## src/rtl/fe_pkg.sv

```systemverilog
// fe_pkg: shared types and constants for the fetch-side controller.
//
// Contents:
//   FE_LINE_BYTES / FE_LINE_W : I-cache line geometry (16 bytes, 128 bits)
//   FE_DEPTH                  : line FIFO depth. It is 2 when FE_DUAL_LINE_EN
//                               is defined, so fetch can run one line ahead of
//                               decode. Otherwise it is 1.
//   FE_CNT_W                  : width of the FIFO occupancy counter
//   fe_state_t                : controller FSM states (RUN, DRAIN)
//   fe_entry_t                : one buffered line (data, linear address, start offset)
//   fe_line_of()              : line-aligns a linear address
//
// Configuration macro: FE_DUAL_LINE_EN
package fe_pkg;

  localparam int FE_LINE_BYTES = 16;
  localparam int FE_LINE_W     = 128;

`ifdef FE_DUAL_LINE_EN
  localparam int FE_DEPTH = 2;
`else
  localparam int FE_DEPTH = 1;
`endif

  localparam int FE_CNT_W = $clog2(FE_DEPTH + 1);

  typedef enum logic {
    ST_RUN   = 1'b0,
    ST_DRAIN = 1'b1
  } fe_state_t;

  typedef struct packed {
    logic [FE_LINE_W-1:0] data;
    logic [31:0]          addr;
    logic [3:0]           ofs;
  } fe_entry_t;

  function automatic logic [31:0] fe_line_of(input logic [31:0] lin);
    return lin & ~32'hF;
  endfunction

endpackage

```

## src/rtl/fe_line_fifo.sv

```systemverilog
// fe_line_fifo: DEPTH-entry line buffer between the I-cache and decode.
//
// Entries are kept in a shift arrangement: the head is always mem[0].
// A pop shifts the remaining entries down, and a push writes at the first free
// slot after that shift. Flush empties the buffer and takes priority over
// push and pop. Pop on an empty buffer is ignored. The head output reads as
// zero while the buffer is empty.
//
// Ports:
//   clk, rst_n : clock, asynchronous active-low reset
//   push, din  : write one entry (caller guarantees room)
//   pop        : drop the head entry
//   flush      : discard all entries
//   count      : current occupancy
//   head_v     : head entry valid
//   head       : head entry (zero when empty)
//
// Configuration macro: FE_DUAL_LINE_EN (through fe_pkg::FE_DEPTH)
import fe_pkg::*;

module fe_line_fifo #(
  parameter int DEPTH = FE_DEPTH,
  parameter int CW    = FE_CNT_W
) (
  input  logic          clk,
  input  logic          rst_n,
  input  logic          push,
  input  logic          pop,
  input  logic          flush,
  input  fe_entry_t     din,
  output logic [CW-1:0] count,
  output logic          head_v,
  output fe_entry_t     head
);

  fe_entry_t     mem [DEPTH];
  logic          do_pop;
  logic [CW-1:0] wr_idx;

  assign do_pop = pop & (count != '0);
  // The write slot is computed after this cycle's pop has shifted the buffer.
  assign wr_idx = count - CW'(do_pop);

  always_ff @(posedge clk or negedge rst_n) begin
    if (!rst_n) begin
      count <= '0;
      for (int i = 0; i < DEPTH; i++) mem[i] <= '0;
    end else if (flush) begin
      count <= '0;
    end else begin
      if (do_pop) begin
        for (int i = 0; i < DEPTH - 1; i++) mem[i] <= mem[i+1];
      end
      for (int i = 0; i < DEPTH; i++) begin
        if (push && (wr_idx == CW'(i))) mem[i] <= din;
      end
      count <= count + CW'(push) - CW'(do_pop);
    end
  end

  assign head_v = (count != '0);
  assign head   = head_v ? mem[0] : '0;

endmodule

```

## src/rtl/fe_fetch_ctrl.sv

```systemverilog
// fe_fetch_ctrl: fetch line pointer, I-cache request handshake and writeback
// redirect handling. Returned 16-byte lines are buffered in fe_line_fifo for
// decode.
//
// Ports:
//   clk, rst_n      : clock, asynchronous active-low reset
//   r_EIP, r_CS_base: redirect target components (target = CS base + EIP)
//   ld_eip          : [1] writeback redirect, [0] decode advance (unused here)
//   ic_req, ic_addr : registered I-cache line request
//   ic_ack, ic_data : one-cycle acknowledge with the returned line
//   de_consume      : decode pops the head line
//   fe_line_v, fe_line, fe_line_addr, fe_ofs : head line presented to decode
//   fe_busy         : high in DRAIN. It mirrors the FSM state one-to-one.
//
// Handshake: once ic_req rises, ic_addr is frozen and ic_req stays high
// until the cycle ic_ack is seen. A redirect never withdraws a request.
// Instead, the stale request is drained and its data dropped. ic_ack with
// ic_req low is ignored.
//
// Configuration macro: FE_DUAL_LINE_EN (FIFO depth 2 instead of 1)
import fe_pkg::*;

module fe_fetch_ctrl #(
  parameter logic [31:0] RESET_VEC = 32'hFFFF_FFF0
) (
  input  logic                 clk,
  input  logic                 rst_n,
  input  logic [31:0]          r_EIP,
  input  logic [1:0]           ld_eip,
  input  logic [31:0]          r_CS_base,
  output logic                 ic_req,
  output logic [31:0]          ic_addr,
  input  logic                 ic_ack,
  input  logic [FE_LINE_W-1:0] ic_data,
  input  logic                 de_consume,
  output logic                 fe_line_v,
  output logic [FE_LINE_W-1:0] fe_line,
  output logic [31:0]          fe_line_addr,
  output logic [3:0]           fe_ofs,
  output logic                 fe_busy
);

  fe_state_t           state_q, state_d;
  logic                req_q, req_d;
  logic [31:0]         addr_q, addr_d;  // outstanding line, or next line to fetch
  logic [31:0]         tgt_q, tgt_d;    // restart line held while draining
  logic [3:0]          ofs_q, ofs_d;    // start offset for the next pushed line

  logic                redirect;
  logic [31:0]         target;
  logic [31:0]         tgt_line;
  logic                push, pop, flush;
  logic [FE_CNT_W-1:0] count, count_next;
  fe_entry_t           push_entry, head;
  logic                unused_bits;

  assign redirect    = ld_eip[1];
  assign target      = r_CS_base + r_EIP;
  assign tgt_line    = fe_line_of(target);
  assign unused_bits = ld_eip[0];

  // Lines are only accepted in RUN, and a same-cycle redirect discards the line.
  assign push       = (state_q == ST_RUN) & ~redirect & req_q & ic_ack;
  assign pop        = de_consume & fe_line_v;
  assign flush      = redirect;
  assign count_next = count + FE_CNT_W'(push) - FE_CNT_W'(pop);

  assign push_entry = '{data: ic_data, addr: addr_q, ofs: ofs_q};

  always_comb begin
    state_d = state_q;
    req_d   = req_q;
    addr_d  = addr_q;
    tgt_d   = tgt_q;
    ofs_d   = ofs_q;
    case (state_q)
      ST_RUN: begin
        if (redirect) begin
          ofs_d = target[3:0];
          if (req_q && !ic_ack) begin
            // A request is in flight. Keep it on the bus and remember the target.
            state_d = ST_DRAIN;
            tgt_d   = tgt_line;
          end else begin
            addr_d = tgt_line;
            req_d  = 1'b1;
          end
        end else begin
          if (push) begin
            addr_d = addr_q + 32'(FE_LINE_BYTES);
            ofs_d  = 4'h0;
          end
          if (!req_q || ic_ack) begin
            req_d = (count_next < FE_CNT_W'(FE_DEPTH));
          end
        end
      end
      ST_DRAIN: begin
        if (redirect) begin
          tgt_d = tgt_line;
          ofs_d = target[3:0];
        end
        if (ic_ack) begin
          // The stale line is dropped. Restart at the latest target, and let
          // a redirect in the ack cycle itself take precedence.
          state_d = ST_RUN;
          addr_d  = redirect ? tgt_line : tgt_q;
          req_d   = 1'b1;
        end
      end
      default: state_d = ST_RUN;
    endcase
  end

  always_ff @(posedge clk or negedge rst_n) begin
    if (!rst_n) begin
      state_q <= ST_RUN;
      req_q   <= 1'b0;
      addr_q  <= fe_line_of(RESET_VEC);
      tgt_q   <= fe_line_of(RESET_VEC);
      ofs_q   <= RESET_VEC[3:0];
    end else begin
      state_q <= state_d;
      req_q   <= req_d;
      addr_q  <= addr_d;
      tgt_q   <= tgt_d;
      ofs_q   <= ofs_d;
    end
  end

  fe_line_fifo #(
    .DEPTH (FE_DEPTH),
    .CW    (FE_CNT_W)
  ) u_fifo (
    .clk    (clk),
    .rst_n  (rst_n),
    .push   (push),
    .pop    (pop),
    .flush  (flush),
    .din    (push_entry),
    .count  (count),
    .head_v (fe_line_v),
    .head   (head)
  );

  assign ic_req       = req_q;
  assign ic_addr      = addr_q;
  assign fe_line      = head.data;
  assign fe_line_addr = head.addr;
  assign fe_ofs       = head.ofs;
  assign fe_busy      = (state_q == ST_DRAIN);

endmodule
```

## config.mk

```make
export PLATFORM = sky130hd
export DESIGN_NAME = fe_fetch_ctrl
export DESIGN_NICKNAME = d
export VERILOG_FILES = /design/src/rtl/fe_pkg.sv /design/src/rtl/fe_line_fifo.sv /design/src/rtl/fe_fetch_ctrl.sv
export SDC_FILE = /design/constraint.sdc
export NUM_CORES = 1
export LEC_CHECK = 0
export BUFFER_PORTS_ARGS = -buffer_cell sky130_fd_sc_hd__buf_2
export CAP_MARGIN = 20
export CORE_MARGIN = 4
export CORE_UTILIZATION = 50
export DETAILED_ROUTE_END_ITERATION = 8
export PLACE_DENSITY = 0.81
export SETUP_SLACK_MARGIN = 0.4
export SLEW_MARGIN = 20
export SYNTH_ARGS = -nofsm -noshare
export SYNTH_HDL_FRONTEND = slang
export SYNTH_HIERARCHICAL = 1
export SYNTH_SLANG_ARGS = --single-unit
```

## constraint.sdc

```tcl
create_clock -name clk -period 2.4 [get_ports clk]
set_input_delay 0.24 -clock clk [delete_from_list [all_inputs] [get_ports clk]]
set_output_delay 0.24 -clock clk [all_outputs]
set_load 0.01 [all_outputs]
```

[Yosys cells after proc, flatten, opt, wreduce, memory -nomap -nowiden]
Index checks and enable logic that the tools add are counted.
W data, S select, Z words.
Storage, ports and cells
  bits in registers: 235
  latch bits: 0
  RAM bits: 0
  ROM bits: 0
  bits of input ports: 198
  memories: 0
Operators by class
  add/sub/neg operators: 6
  multiply operators: 0
  divide/modulo/power cells: 0
  $lt $le $gt $ge: 1
  eq/ne operators: 7
  shifts and indexed selects: 0
  mux-type cells: 24
  bitwise operators: 8
  reduce and logical (&&, ||, !) cells: 10
Operator list (count)
  $mux W32: 7
  $mux W164: 1
  $pmux W32 S2: 2
  $add A32 B32 Y32: 1
  $add A32 B5 Y32 const B: 1
  $mux W4: 3
  $mux W1: 8
  $pmux W4 S2: 1
  $ne A2 B2 Y1 const B: 3
  $ne A3 B2 Y1 const B: 2
  $reduce_and A2 Y1: 3
  $reduce_and A3 Y1: 2
  $and A1 B1 Y1: 5
  $pmux W1 S2: 2
  $ne A3 B3 Y1 const B: 1
  $not A1 Y1: 3
  $sub A1 B1 Y1: 3
  $logic_and A1 B1 Y1: 2
  $logic_not A1 Y1: 2
  $ne A2 B1 Y1 const B: 1
  $add A1 B1 Y1: 1
  $logic_or A1 B1 Y1: 1
  $lt A1 B1 Y1 const B: 1

[Longest topological paths before layout]
  word-level depth: 10
  gate-level depth with buffers: 10
  mapped depth without buffers: 10

[Modules after synthesis]
Netlist, hierarchy kept.
By module, submodules not included
  fe_line_fifo: instances 1, cells each 534, area an instance 8071.5 um2
  fe_fetch_ctrl: instances 1, cells each 674, area an instance 5434.0 um2

[Least setup slack after synthesis]
No wires, ideal clock.
  path type: input port to flip-flop
  start: input port r_EIP[0]
  end: register addr_q[20] (netlist: ic_addr[20])
  data arrival time: 2325 ps
  data required time: 2317 ps
  setup slack: -9 ps
  stages on the path: 10
  cell sequence: ha_1 > fa_1 > a211oi_1 > o21ai_2 > o211ai_1 > and2_1 > a311o_1 > xor2_1 > nor2_1 > a221o_1
On the way
  word-level cells in the longest chain between the ends: 4
  elaborated cells between the ends (all ways): 6
Ends and longest elaborated chain
  start, declared: RTL line fe_fetch_ctrl.sv:28  | input logic [31:0] r_EIP,
  $add A32 B32 Y32 *: RTL line fe_fetch_ctrl.sv:58  | assign target = r_CS_base + r_EIP;
  $mux W32 (on tied branches)
  $mux W32 (on tied branches): RTL line fe_fetch_ctrl.sv:103, fe_fetch_ctrl.sv:78
  $pmux W32 S2 *: RTL line fe_fetch_ctrl.sv:76  | case (state_q)
  end signal, assigned: RTL line fe_fetch_ctrl.sv:119  | addr_q <= fe_line_of(RESET_VEC);
  end signal, assigned: RTL line fe_fetch_ctrl.sv:125  | addr_q <= addr_d;
  end, declared: RTL line fe_fetch_ctrl.sv:45  | logic [31:0] addr_q, addr_d;
Mark *: on every way between the ends. The rest lies on a longest branch, timed or not. The select of a mux whose other input is x is not followed.
A chain may end at the register's enable or synchronous reset.

[Worst setup path after layout]
  start: register addr_q[4] (netlist: ic_addr[4])
  end: register addr_q[20] (netlist: ic_addr[20])
On the way
  word-level cells in the longest chain between the ends: 4
Ends and longest elaborated chain
  $add A32 B5 Y32: RTL line fe_fetch_ctrl.sv:90  | addr_d = addr_q + 32'(FE_LINE_BYTES);
  $mux W32: RTL line fe_fetch_ctrl.sv:89  | if (push) begin
  $mux W32: RTL line fe_fetch_ctrl.sv:78  | if (redirect) begin
  $pmux W32 S2: RTL line fe_fetch_ctrl.sv:76
Every way passes these cells. The select of a mux whose other input is x is not followed.

==> impl_metrics.json <==
{
  "outcome": "finished, final reports clean",
  "register_area_sq_um": 5960,
  "drtAntennaViolNets": 0,
  "cpLargestDelayFamily": "simple AND/OR/NAND/NOR gates",
  "use_met1_pct": 34.5,
  "via_per_inst": 5.65,
  "hold_end": "fe_busy",
  "met3_usage_pct": 8.98,
  "grt_max_degree": 92,
  "overflow": 0,
  "max_stage_delay_ns": 0.59,
  "r2r_setup_slack_ns": 0.32,
  "synth-edff-count": 0,
  "path_max_fanout": 5,
  "worstRegToRegCells": 8,
  "ys_ff_latch": 235,
  "drive_gt1_share_pct": 47.0,
  "synthFlopType": "dfrtp_1",
  "dp_cells": 1941,
  "async_flop_share_pct": 100,
  "grt_usage_pct": 30.7,
  "ys_types": 71,
  "grt_pass1_wl_mm": 71.5,
  "syn_area_per_cell_sq_um": 11.2,
  "use_met2_pct": 52.9,
  "final_common_cell": "buf_2",
  "hp-class": "in -> reg",
  "multi_input_area_sq_um": 7430,
  "coreArea_sq_um": 26300,
  "clock.fmax_mhz": 480,
  "power_uw": 15700,
  "p_switching_uw": 4940,
  "worstSetupEndpointType": "flip-flop",
  "combPwrFrac_pct": 32.9,
  "io_pins": 397,
  "cp-start-kind": "flip-flop",
  "antenna_found_initial": 18,
  "synthesis.nets": 1440,
  "io_buffers": 395,
  "sequentialPowerShare_pct": 40.9,
  "cap_violations": 0,
  "die_area_sq_um": 29700,
  "clk-insertion-delay-late_ns": 0.52,
  "layout.nets": 2034,
  "vias": 12300,
  "grt_pass1_vias": 12400,
  "tightest_slew_ns": 0.522,
  "dr.first_iter.drc_count": 1194,
  "layout_common_cells": "buf_2, dfrtp_1, and2_1",
  "reg2reg_to": "ic_addr[20]",
  "routed_wl_mm": 49.8,
  "ir_drop_uv": 491,
  "clockBufferDepth": 3,
  "path_buf_inv": 0,
  "cts_tree": "yes",
  "holdCritStartpoint": "ld_eip[1]",
  "seq_area_frac_synth_pct": 44.1,
  "clkTransAtPathRegs_ns": 0.06,
  "die_y_um": 172,
  "critPathArrivalTime_ns": 2.52,
  "period_needed_ns": 2.08,
  "slew_headroom_pct": 65.1,
  "netlist_area_sq_um": 13500,
  "power_density_nw_per_um2": 817,
  "h-tree-depth": 1,
  "drc": 0,
  "start_util_pct": 51.4,
  "worstPathRequired_ns": 2.84,
  "cts_root_buf": "clkbuf_16",
  "die_width_um": 172,
  "dp_hpwl_mm": 30.3,
  "slew_violations": 0,
  "yosysWarningCount": 6,
  "drt_first_pass_iters": 5,
  "hold_depth": 3,
  "fin_crit_sh_pct": 86.8,
  "stdcell_count": 2173,
  "switching_share_pct": 31.5,
  "cp_cell_sequence": "ha_4, nand4_1, nor2_4, and3_4, nand2_2, xor2_1, o21ai_1, a221o_1",
  "placementRows": 59,
  "cts_sinks": 235,
  "rsz0062_at_grt": "yes",
  "slowest_stage": "dfstp_2",
  "n_fill_cell": 1664,
  "setup.worst_path.class": "reg -> reg",
  "wl_per_cell_um": 22.9,
  "pwr-share-clk_pct": 26.1,
  "final-setup-viol-count": 0,
  "r2r-start": "ic_addr[4]",
  "power.leakage_uw": 0.00931,
  "numCtsBuffers": 26,
  "areaGrowthSynthToFinish_pct": 42.2,
  "holdWs_ns": 0.0643,
  "fin_skew_ns": 0.0118,
  "postSynthCellCount": 1208,
  "p_int_uw": 10700,
  "finalHoldViolations": 0,
  "routabilityCongestion": 0.932,
  "top_usage_layer": "met2"
}
## final cells by class
class	count	share of cell area [%]
multi-input combinational	888	38.7
inverter	11	0.215
sequential	235	31.0
tap	335	2.18
clock buffer	37	3.82
timing repair buffer	640	23.2
clock inverter	11	0.710
antenna	16	0.209
## how the worst max path moves through the flow
stage	from	end	cells past startpoint
final	ic_addr[4]	ic_addr[20]	8
after CTS	ic_addr[21]	ic_addr[26]	8
after global placement	r_EIP[0]	ic_addr[28]	11
after floorplan	r_EIP[0]	ic_addr[20]	10
after global routing	r_EIP[0]	ic_addr[20]	11
after detailed placement	r_EIP[0]	ic_addr[28]	11
## repair_timing
item / 4_1_cts / 5_1_grt
gates resized for setup: 27 / 52
pin swaps: 18 / 30
endpoints found under the setup margin: 309 / 180
setup buffers: 19 / 13
cloned: 1 / 6
hold endpoints to repair: 211 / 0
hold buffers: 129 / 0
## cells by family after synthesis
family,Yosys count,synth area share [%]
AO/OA/AOI/OAI,231,10.6
XOR/XNOR,45,2.92
adder cells (fa/ha/maj),34,3.21
buffers and inverters,85,4.57
flip-flops,235,44.1
multiplexers,176,19.1
AND/OR/NAND/NOR,402,15.6
## registers in the layout (all words and copies together), names as in the netlist
signal and flops:
fe_busy 1, ic_addr 32, ic_req 1, ofs_q 4, tgt_q 32, u_fifo/count 1, u_fifo/mem 164
## power groups by stage
stage / clock (uW) / combinational, uW / sequential [uW]
detailed placement: 0 / 4390 / 6310
global route: 4330 / 5480 / 6490
CTS: 4120 / 4790 / 6240
global placement: 0 / 4290 / 6200
floorplan: 0 / 2990 / 6120
finish: 4100 / 5160 / 6420
## Yosys cell counts, drive strengths merged, types with 3 or more instances
cell	n	area, sq um
dfrtp	179	4480
and2	174	1090
mux2	170	2510
nand2	115	432
o21ai	73	373
a21oi	71	355
dfstp	56	1470
clkbuf	47	178
nor2	44	168
ha	33	413
buf	27	398
xnor2	25	219
nand3	20	100
xor2	20	175
a31oi	15	100
and3	13	81.3
a21o	12	90.1
inv	11	41.3
nor3	9	45.0
nor2b	8	57.6
nand4	7	43.8
o221ai	7	61.3
a211oi	6	50.1
mux2i	6	60.1
o211ai	6	45.0
o21a	4	31.3
o21bai	4	30.0
o31ai	4	30.0
a22oi	3	22.5
o311ai	3	26.3
o41ai	3	41.3
or3	3	18.8
## metal layers
metal  vias to the layer above  routed length (um)
li1                       5421                   -
met4                         4                2820
met5                         -                  16
met1                      5956               17900
met3                       220                4350
met2                       684               24700
## tightest hold or removal path: stages
cell,delay [ns]
buf_2,0.14
a21oi_1,0.08
nor2_1,0.08
## per-stage QoR
stage | setup TNS (ns) | util [%] | area, sq um | setup slack (ns)
after floorplan | 0 | - | 13800 | 0.118
after global placement | -1.79 | 61.9 | 16300 | -0.250
after detailed placement | -3.22 | 61.9 | 16300 | -0.322
after CTS | 0 | 71.2 | 18700 | 0.324
after global routing | 0 | 73.0 | 19200 | 0.242
final | 0 | 73.1 | 19200 | 0.317
No activity file was read; power rests on OpenSTA's default activity.
